### config.mk
export PLATFORM = sky130hd
export DESIGN_NAME = lfsr_pulse_gen_flat
export DESIGN_NICKNAME = d
export VERILOG_FILES = /design/src/rtl/lfsr_pulse_gen_if.sv /design/src/rtl/lfsr_pulse_gen.sv /design/src/flat_wrapper.sv
export SDC_FILE = /design/constraint.sdc
export NUM_CORES = 1
export LEC_CHECK = 0
export ABC_AREA = 1
export CORE_UTILIZATION = 30
export CTS_BUF_LIST = sky130_fd_sc_hd__clkbuf_4 sky130_fd_sc_hd__clkbuf_8 sky130_fd_sc_hd__clkbuf_16
export DETAILED_ROUTE_END_ITERATION = 12
export SYNTH_ARGS = -nofsm -noshare
export SYNTH_HDL_FRONTEND = slang
export SYNTH_SLANG_ARGS = --single-unit
### constraint.sdc
create_clock -name clk -period 3.5 [get_ports clk]
set_input_delay 1.05 -clock clk [delete_from_list [all_inputs] [get_ports clk]]
set_output_delay 1.05 -clock clk [all_outputs]
set_load 0.02 [all_outputs]
### src/rtl/lfsr_pulse_gen_if.sv
// Control/status bundle for lfsr_pulse_gen: step enable, divider, seed load and pulse outputs.
interface lfsr_pulse_gen_if #(
    parameter int WIDTH     = 8,
    parameter int DIV_WIDTH = 8
);
    logic                 enable;
    logic [DIV_WIDTH-1:0] div;
    logic                 load;
    logic [WIDTH-1:0]     load_value;
    logic                 signal_out;
    logic                 step;
    logic                 signal_cycle;
    logic                 lockup;

    modport master (
        output enable, div, load, load_value,
        input  signal_out, step, signal_cycle, lockup
    );

    modport slave (
        input  enable, div, load, load_value,
        output signal_out, step, signal_cycle, lockup
    );
endinterface

### src/rtl/lfsr_pulse_gen.sv
// XNOR Fibonacci LFSR serial source with a programmable step divider, seed load and lock-up flag.
// Build option LFSR_LOCKUP_RECOVER_EN: reload SEED automatically when the all-ones state is reached.
module lfsr_pulse_gen #(
    parameter int               WIDTH     = 8,
    parameter logic [WIDTH-1:0] TAPS      = 8'hB8,
    parameter logic [WIDTH-1:0] SEED      = WIDTH'(1),
    parameter int               DIV_WIDTH = 8
) (
    input logic               clk,
    input logic               reset,
    lfsr_pulse_gen_if.slave   bus
);

    logic [WIDTH-1:0]     lfsr, lfsr_d;
    logic [DIV_WIDTH-1:0] cnt, cnt_d;
    logic                 sig_q, sig_d;
    logic                 step_q, step_d;
    logic                 cyc_q, cyc_d;
    logic                 fb;
    logic [WIDTH-1:0]     lfsr_shift;

    assign fb         = ~^(lfsr & TAPS);
    assign lfsr_shift = {lfsr[WIDTH-2:0], fb};

    // Load outranks everything; enable low freezes the divider and the register.
    always_comb begin
        lfsr_d = lfsr;
        cnt_d  = cnt;
        sig_d  = sig_q;
        step_d = 1'b0;
        cyc_d  = 1'b0;
        if (bus.load) begin
            lfsr_d = bus.load_value;
            cnt_d  = '0;
`ifdef LFSR_LOCKUP_RECOVER_EN
        end else if (bus.enable && (&lfsr)) begin
            lfsr_d = SEED;
            cnt_d  = '0;
`endif
        end else if (bus.enable) begin
            if (cnt >= bus.div) begin
                lfsr_d = lfsr_shift;
                sig_d  = lfsr[WIDTH-1];
                step_d = 1'b1;
                cyc_d  = (lfsr_shift == SEED);
                cnt_d  = '0;
            end else begin
                cnt_d = cnt + 1'b1;
            end
        end
    end

    always_ff @(posedge clk or negedge reset) begin
        if (!reset) begin
            lfsr   <= SEED;
            cnt    <= '0;
            sig_q  <= 1'b0;
            step_q <= 1'b0;
            cyc_q  <= 1'b0;
        end else begin
            lfsr   <= lfsr_d;
            cnt    <= cnt_d;
            sig_q  <= sig_d;
            step_q <= step_d;
            cyc_q  <= cyc_d;
        end
    end

    // All-ones is the XNOR fixed point, so it is the only state worth flagging.
    assign bus.lockup       = &lfsr;
    assign bus.signal_out   = sig_q;
    assign bus.step         = step_q;
    assign bus.signal_cycle = cyc_q;

endmodule
### src/flat_wrapper.sv
// flat-port wrapper written by rule: the top's interface ports become plain ports
module lfsr_pulse_gen_flat 
#(
    parameter int               WIDTH     = 8,
    parameter logic [WIDTH-1:0] TAPS      = 8'hB8,
    parameter logic [WIDTH-1:0] SEED      = WIDTH'(1),
    parameter int               DIV_WIDTH = 8
)
  (clk, reset, bus_enable, bus_div, bus_load, bus_load_value, bus_signal_out, bus_step, bus_signal_cycle, bus_lockup);
  lfsr_pulse_gen_if #(.WIDTH(WIDTH), .DIV_WIDTH(DIV_WIDTH)) bus_i ();
  input logic clk;
  input logic reset;
  input wire logic [$bits(bus_i.enable)-1:0] bus_enable;
  input wire logic [$bits(bus_i.div)-1:0] bus_div;
  input wire logic [$bits(bus_i.load)-1:0] bus_load;
  input wire logic [$bits(bus_i.load_value)-1:0] bus_load_value;
  output wire logic [$bits(bus_i.signal_out)-1:0] bus_signal_out;
  output wire logic [$bits(bus_i.step)-1:0] bus_step;
  output wire logic [$bits(bus_i.signal_cycle)-1:0] bus_signal_cycle;
  output wire logic [$bits(bus_i.lockup)-1:0] bus_lockup;
  assign bus_i.enable = bus_enable;
  assign bus_i.div = bus_div;
  assign bus_i.load = bus_load;
  assign bus_i.load_value = bus_load_value;
  assign bus_signal_out = bus_i.signal_out;
  assign bus_step = bus_i.step;
  assign bus_signal_cycle = bus_i.signal_cycle;
  assign bus_lockup = bus_i.lockup;
  lfsr_pulse_gen #(.WIDTH(WIDTH), .TAPS(TAPS), .SEED(SEED), .DIV_WIDTH(DIV_WIDTH)) u_core (.clk(clk), .reset(reset), .bus(bus_i));
endmodule
---- After elaboration in Yosys (flattened, before gate mapping) ----
Index checks and enable logic that the tools add are counted.
operators by class
  add/subtract/negate cells ............... 1
  multipliers ............................. 0
  div/mod/pow operators ................... 0
  order comparisons ....................... 1
  equality and inequality tests ........... 1
  shifts and indexed selects .............. 0
  muxes and demuxes ....................... 12
  bitwise logic cells ..................... 1
  reduce and logical (&&, ||, !) cells .... 6
operators with widths
  cell                   count
  $mux W8                6
  $add A8 B1 Y8 const B  1
  $eq A8 B1 Y1 const B   1
  $ge A8 B8 Y1           1
  $reduce_and A8 Y1      1
  $reduce_xnor A8 Y1     1
  $mux W1                6
  $reduce_bool A2 Y1     2
  $reduce_and A3 Y1      1
  $reduce_and A2 Y1      1
  $not A1 Y1             1
word-level totals
  register bits after elaboration ......... 19
  bits in latches ......................... 0
  RAM bits ................................ 0
  ROM bits ................................ 0
  input port bits ......................... 20
  output and inout bits ................... 4
  memories ................................ 0

---- Depth between registers and ports, before layout ----
Gate-level depths: netlist (run 1).
  depth after elaboration ................. 5
  mapped depth ............................ 12

---- Worst setup path before layout (run 1) ----
OpenSTA, ideal clock, no wires.
  kind .................................... input -> register
  from .................................... input port bus_div[7]
  to ...................................... register u_core.cnt[7]
  library setup time ...................... 69 ps
  arrival time ............................ 2137 ps
  setup slack ............................. 1294 ps
  cell stages on the path ................. 8
  buffers on the path ..................... 0
  cell sequence ........................... inv_1 ha_1 a21o_1 nor2_4 nand3_4 nand2_4 nand2_2 nor2_2
on the way
  longest elaborated chain between the ends .. 4
RTL lines
  element                 RTL line              text
  start: declaration      flat_wrapper.sv:14    input wire logic [$bits(bus_i.div)-1:0] bus_div;
  $ge A8 B8 Y1            lfsr_pulse_gen.sv:41  if (cnt >= bus.div) begin
  $mux W8                 lfsr_pulse_gen.sv:41
  $mux W8                 lfsr_pulse_gen.sv:40  end else if (bus.enable) begin
  $mux W8                 lfsr_pulse_gen.sv:32  if (bus.load) begin
  end signal: assignment  lfsr_pulse_gen.sv:62  cnt <= cnt_d;
  end: declaration        lfsr_pulse_gen.sv:15  logic [DIV_WIDTH-1:0] cnt, cnt_d;
No other way between the ends. The select of a mux whose other input is x is not followed.
A chain may end at the register's enable or synchronous reset.

---- Final worst setup path (run 1) ----
  from .................................... register u_core.lfsr[5]
  to ...................................... output port bus_lockup
on the way
  longest elaborated chain between the ends .. 1
RTL lines
  element                   RTL line              text
  start: declaration        lfsr_pulse_gen.sv:14  logic [WIDTH-1:0] lfsr, lfsr_d;
  start signal: assignment  lfsr_pulse_gen.sv:61  lfsr <= lfsr_d;
  $reduce_and A8 Y1         lfsr_pulse_gen.sv:70  assign bus.lockup = &lfsr;
  end: declaration          flat_wrapper.sv:20    output wire logic [$bits(bus_i.lockup)-1:0] bus_lockup;
No other way between the ends.

==> results of run 1 <==
[area by class of cell]
type                    instances  share of cell area
flip-flops and latches         19              0.2911
well taps                      50             0.03820
inverters                      31             0.07105
clock buffers                   3             0.02521
clock inverters                 1            0.003056
repair buffers                 24              0.1451
multi-input cells             124              0.4263
[path summary, 6_finish.rpt]
path	to	slack (ps)	from
worst min register to register	u_core.bus.signal_out	480	u_core.bus.signal_out
worst max register to register	u_core.cnt[5]	1760	u_core.cnt[3]
worst min-delay path	u_core.bus.signal_out	480	u_core.bus.signal_out
min in group asynchronous	u_core.bus.signal_out	1280	reset
max in group asynchronous	u_core.lfsr[7]	1690	reset
worst max-delay path	bus_lockup	830	u_core.lfsr[5]
[cell families (layout without fill, tap and decap cells)]
logic type | count (synthesis) | count (layout) | synth area share
xor+xnor | 6 | 6 | 0.04023
simple gates | 101 | 101 | 0.3697
flops | 19 | 19 | 0.3649
buf+inv | 34 | 59 | 0.1006
compound gates | 7 | 7 | 0.02874
fa+ha+maj | 10 | 10 | 0.09579
[registers in the layout, indices dropped and copies added, names as in the netlist]
signal / cells
u_core.bus.step: 1
u_core.bus.signal_cycle: 1
u_core.bus.signal_out: 1
u_core.cnt: 8
u_core.lfsr: 8
[power groups by stage]
| stage | combinational, W | clock [W] | sequential, W |
|---|---|---|---|
| finish | 0.0000985 | 0.000151 | 0.000246 |
| global route | 0.000114 | 0.000171 | 0.000247 |
| CTS | 0.000100 | 0.000158 | 0.000245 |
| detailed placement | 0.0000997 | 0 | 0.000249 |
| global placement | 0.0000993 | 0 | 0.000249 |
| floorplan | 0.0000588 | 0 | 0.000247 |
[critical path, cell delays in order (launching register included)]
cell and delay [ps]:
dfrtp_1 410, ha_1 170, nand4_1 80, nor2_1 100, clkdlybuf4s50_1 610
[synth_stat cells]
library cell,count
a21o_1,1
a21oi_1,4
buf_2,3
clkinv_1,1
dfrtp_1,18
dfstp_2,1
ha_1,10
inv_1,30
nand2_1,48
nand2_2,1
nand2_4,1
nand3_1,20
nand3_4,1
nand3b_1,1
nand4_1,6
nor2_1,13
nor2_2,2
nor2_4,3
nor3_1,3
nor4_1,1
o21ai_0,2
or2_2,1
xnor2_1,4
xor2_1,2
[cells in the final DEF (no fill, tap or decap)]
cell / n
a21o_1: 1
a21oi_1: 4
buf_4: 1
clkbuf_8: 3
clkdlybuf4s50_1: 23
clkinv_1: 1
clkinv_2: 1
dfrtp_1: 18
dfstp_2: 1
ha_1: 10
inv_1: 30
nand2_1: 48
nand2_2: 1
nand2_4: 1
nand3_1: 20
nand3_4: 1
nand3b_1: 1
nand4_1: 6
nor2_1: 13
nor2_2: 2
nor2_4: 3
nor3_1: 3
nor4_1: 1
o21ai_0: 2
or2_2: 1
xnor2_1: 4
xor2_1: 2
[per-layer routing]
| metal | vias up | GRT usage | wire [um] |
|---|---|---|---|
| li1 | 610 | - | - |
| met1 | 520 | 0.1764 | 1270 |
| met2 | 39 | 0.2267 | 1219 |
| met3 | 4 | 0.03000 | 153 |
| met4 | 0 | 0.03125 | 29 |
| met5 | - | 0 | 0 |
[metrics by stage]
stage | worst slack (ps) | hold slack (ps) | utilization | instance area (um2)
CTS | 818.2 | 485.9 | 0.4008 | 1638
global route | 708.8 | 531.3 | 0.4008 | 1638
floorplan | 1294 | 499.2 | - | 1306
detailed placement | 650.8 | 466.9 | 0.3895 | 1592
global placement | 680.2 | 463.7 | 0.3895 | 1592
finish | 828.6 | 480.4 | 0.4008 | 1638
==> reports/qor.txt, run 1 <==
First-pass GRT wire length -> 4692 um
Total chip power -> 0.0004948 W
Area contributors post-synth -> dfrtp_1, nand2_1, ha_1
Leakage power -> 0.8502 nW
Storage cell area -> 476.7 um2
Detailed Route WL -> 2672 um
Sequential-to-total area share from yosys stat -> 0.3649
Synth Net Count -> 207
Multi-input gate area -> 698.2 um2
Yosys top cell by area -> dfrtp_1
P_int -> 0.0003593 W
Die Y -> 67.99 um
Fin cells -> 252
Worst Path Required -> 2450 ps
Minimum clock period -> 2671 ps
Combinational share of power -> 0.199
H-tree levels -> 1
Post-synth top area share -> 0.3448
Crit. End Element -> output pin
Final setup fails -> 0
Drt pass-1 iters -> 4
Total CTS buffers -> 3
Clock share of power -> 0.305
Cells on worst reg2reg path -> 8
Placed Cells incl. Taps -> 248
HPWL after DPL -> 2174 um
Slew of the pin with the lowest slew margin -> 854.0 ps
Worst Clk Skew -> 5.999 ps
Hold_buf cts -> 0
Core region area -> 4086 um2
Rel. slew slack -> 0.4289
Number of port buffers -> 23
Vias -> 1173
Starting DRT DRC Count -> 70
DRC violations left -> 0
Max-cap violations -> 0
CP arrival -> 1620 ps
FILL cells -> 430
N_diodes -> 0
Clk buf depth -> 2
Root Driver -> clkbuf_8
CTS resizes -> 0
Clk_lat worst skew -> 260 ps
Critical Path Start Type -> flop
Syn Area/Cell -> 7.380 um2
Initial core utilization -> 0.3197
GRT Overall Usage -> 0.1356
Period utilization -> 0.7633
Switching part of the total -> 0.2737
Number of global-route vias before repair -> 1098
Clock transition at path regs -> 70 ps
CTS tree -> built
Max Slew Vio Count -> 0
Final hold vios -> 0
Gate Count Post-Synth -> 177
Total die area -> 4622 um2
Placer Congestion -> 0.8649
Antenna Nets Post-Route -> 0
P per Cell Area -> 302.1 nW/um2
DR vias/cell -> 4.655
Area added between synthesis and finish -> 25.38%
Num Clock Sinks -> 19
YS warnings -> 0
Worst-path fanout max -> 3
Hold Path Stages -> 2
Synth Register Bits -> 19
Final TNS setup -> 0 ps
Status -> completed
Synthesized cell area -> 1306 um2
Die X -> 67.99 um
Synth cell types -> 24
Initial antenna violation count -> 0
Sequential Power Share -> 0.496
# Post-CTS Setup Buffers -> 0
Largest net degree at the start of global routing -> 20
Layout net count -> 233
Gr ovfl total -> 0
Unrepaired setup endpoints after global routing -> no
P_sw -> 0.0001354 W
Hold crit path type -> flop to flop
Placement Rows -> 23
Class of the most critical setup path -> flop to output pin
Top Ports -> 24
WL/cell -> 10.60 um
VDD IR max -> 118.3 uV
Share of cells above drive strength 1 -> 0.07426
FMAX -> 0.3743 GHz
Power figures use the tool's default switching activity.
==> run 2, diff against run 1 <==
- clock period: 3.5 -> 2.5 ns (I/O delays scaled with it)
==> run 2 against run 1 <==
Wire length rose by 0.19%. Sequential share of layout area fell by 0.82 points. Flip-flop and latch count unchanged. Sequential power increased by 40%. Clock power up 44%. Cell count rose by 1.6%. Non-clock buffer count rose by 4. Via count shrank 1.8%. Total power rose by 42%. Critical path type unchanged. Critical endpoint unchanged. Highest routed layer unchanged.
==> reports/qor.txt, run 2 (synthesis results as in run 1) <==
Hold Path Stages -> 2 (unchanged)
Minimum clock period -> 2357 ps
Gr ovfl total -> 0 (unchanged)
Combinational share of power -> 0.202 (+0.003)
Switching part of the total -> 0.2807 (+0.007005)
Share of cells above drive strength 1 -> 0.09709 (+0.02283)
Sequential Power Share -> 0.488 (-0.008)
Status -> completed
Number of global-route vias before repair -> 1045 (-4.8%)
Drt pass-1 iters -> 4 (unchanged)
Total CTS buffers -> 3 (unchanged)
DRC violations left -> 0 (unchanged)
Period utilization -> 0.9426
Detailed Route WL -> 2677 um (+0.19%)
Final setup fails -> 0 (unchanged)
Worst Clk Skew -> 7.895 ps (+1.896 ps)
Antenna Nets Post-Route -> 0 (unchanged)
Starting DRT DRC Count -> 44 (-37%)
CP arrival -> 1610 ps (about the same)
Clock share of power -> 0.310 (+0.005)
Class of the most critical setup path -> flop to output pin
P per Cell Area -> 417.6 nW/um2 (+38%)
Vias -> 1152 (-1.8%)
Num Clock Sinks -> 19 (unchanged)
Fin cells -> 256 (+1.6%)
Total die area -> 4622 um2 (unchanged)
VDD IR max -> 225.1 uV (+90%)
Total chip power -> 0.0007038 W (+42%)
Initial core utilization -> 0.3197 (unchanged)
Area added between synthesis and finish -> 29.02%
Number of port buffers -> 23 (unchanged)
Setup ws final -> 143.5 ps (-685.1 ps)
Top Ports -> 24 (unchanged)
Worst-path fanout max -> 3 (unchanged)
Critical Path Start Type -> flop
N_diodes -> 0 (unchanged)
Crit. End Element -> output pin
Layout net count -> 237 (+1.7%)
Die Y -> 67.99 um (unchanged)
Commonest cells after routing, fill and taps aside -> nand2_1, inv_1, clkdlybuf4s50_1
Final Core Density -> 0.4124 (+0.01164)
FMAX -> 0.4244 GHz
Initial antenna violation count -> 0 (unchanged)
Placed Cells incl. Taps -> 252 (+1.6%)
DR vias/cell -> 4.500 (-3.3%)
# Post-CTS Setup Buffers -> 0 (unchanged)
CTS resizes -> 0 (unchanged)
Placement Rows -> 23 (unchanged)
First-pass GRT wire length -> 4360 um (-7.1%)
CTS tree -> built
Placer Congestion -> 0.7719 (-11%)
H-tree levels -> 1 (unchanged)
Max-cap violations -> 0 (unchanged)
HPWL after DPL -> 2192 um (+0.82%)
Largest regs -> u_core.cnt: 8 flops, u_core.lfsr: 8 flops
Root Driver -> clkbuf_8
Cells on worst reg2reg path -> 8 (unchanged)
Core region area -> 4086 um2 (unchanged)
Clk_lat worst skew -> 260 ps (about the same)
WL/cell -> 10.46 um (-1.4%)
Worst Path Required -> 1750 ps (-700 ps)
Final TNS setup -> 0 ps (unchanged)
Most common cell after layout, fill and taps aside -> nand2_1
GRT Overall Usage -> 0.1286 (-0.007036)
P_sw -> 0.0001976 W (+46%)
P_int -> 0.0005063 W (+41%)
Hold_buf cts -> 0 (unchanged)
Max Slew Vio Count -> 0 (unchanged)
Rel. slew slack -> 0.8218 (+0.3930)
Leakage power -> 0.8732 nW (+2.7%)
Largest net degree at the start of global routing -> 20 (unchanged)
Slew of the pin with the lowest slew margin -> 265.6 ps (-588.4 ps)
Hold crit path type -> flop to flop
Clock transition at path regs -> 80 ps (about the same)
Setup WS pre-CTS -> -121.5 ps (-772.3 ps)
Die X -> 67.99 um (unchanged)
Clk buf depth -> 2 (unchanged)
Unrepaired setup endpoints after global routing -> no
FILL cells -> 433 (+0.70%)
Final hold vios -> 0 (unchanged)
## run 2: area by class of cell
type / instances / area [um2] / share of cell area
Clock buffer: 3 / 41.29 / 0.02450
Clock inverter: 1 / 5.005 / 0.002970
Inverter: 31 / 116.4 / 0.06904
Multi-Input combinational cell: 124 / 703.2 / 0.4172
Sequential cell: 19 / 476.7 / 0.2829
Tap cell: 50 / 62.56 / 0.03712
Timing Repair Buffer: 28 / 280.3 / 0.1663
## run 2: power groups by stage
stage	logic, W	clock network (W)	registers [W]
floorplan	0.0000823	0	0.000346
global placement	0.000143	0	0.000349
detailed placement	0.000142	0	0.000349
CTS	0.000143	0.000223	0.000343
global route	0.000162	0.000243	0.000346
finish	0.000142	0.000218	0.000344
## run 2: per-layer routing
| metal | GRT usage | share of wire | wire length (um) |
|---|---|---|---|
| met4 | 0.03125 | 0.0026 | 7 |
| met5 | 0 | 0 | 0 |
| met1 | 0.1599 | 0.50 | 1341 |
| met2 | 0.2218 | 0.47 | 1254 |
| met3 | 0.03000 | 0.027 | 73 |
## run 2: through the flow
stage / area (um2) / hold WS (ps)
after floorplan: 1306 / 454.4
after global placement: 1634 / 458.8
after detailed placement: 1634 / 464.2
after CTS: 1680 / 483.1
after global routing: 1685 / 522.9
final: 1685 / 481.0
## run 2: worst max-delay path, cell delays in order, from the launching register on
cell             delay (ps)
dfrtp_1                 410
ha_1                    170
nand4_1                  70
nor2_1                   90
clkdlybuf4s50_1         600
## run 2: worst paths after layout
kind,slack (ps),endpoint,from
setup / recovery,140,bus_lockup,u_core.lfsr[5]
hold / removal,480,u_core.bus.signal_out,u_core.bus.signal_out
setup reg to reg,780,u_core.cnt[3],u_core.cnt[6]
hold reg to reg,480,u_core.bus.signal_out,u_core.bus.signal_out
max in group asynchronous,1410,u_core.lfsr[0],reset
min in group asynchronous,820,u_core.bus.step,reset
==> run 3, diff against run 2 <==
- CAP_MARGIN: default -> 10
==> results of run 3 <==
The final DEF is identical to that of run 2; final timing and power are the same.
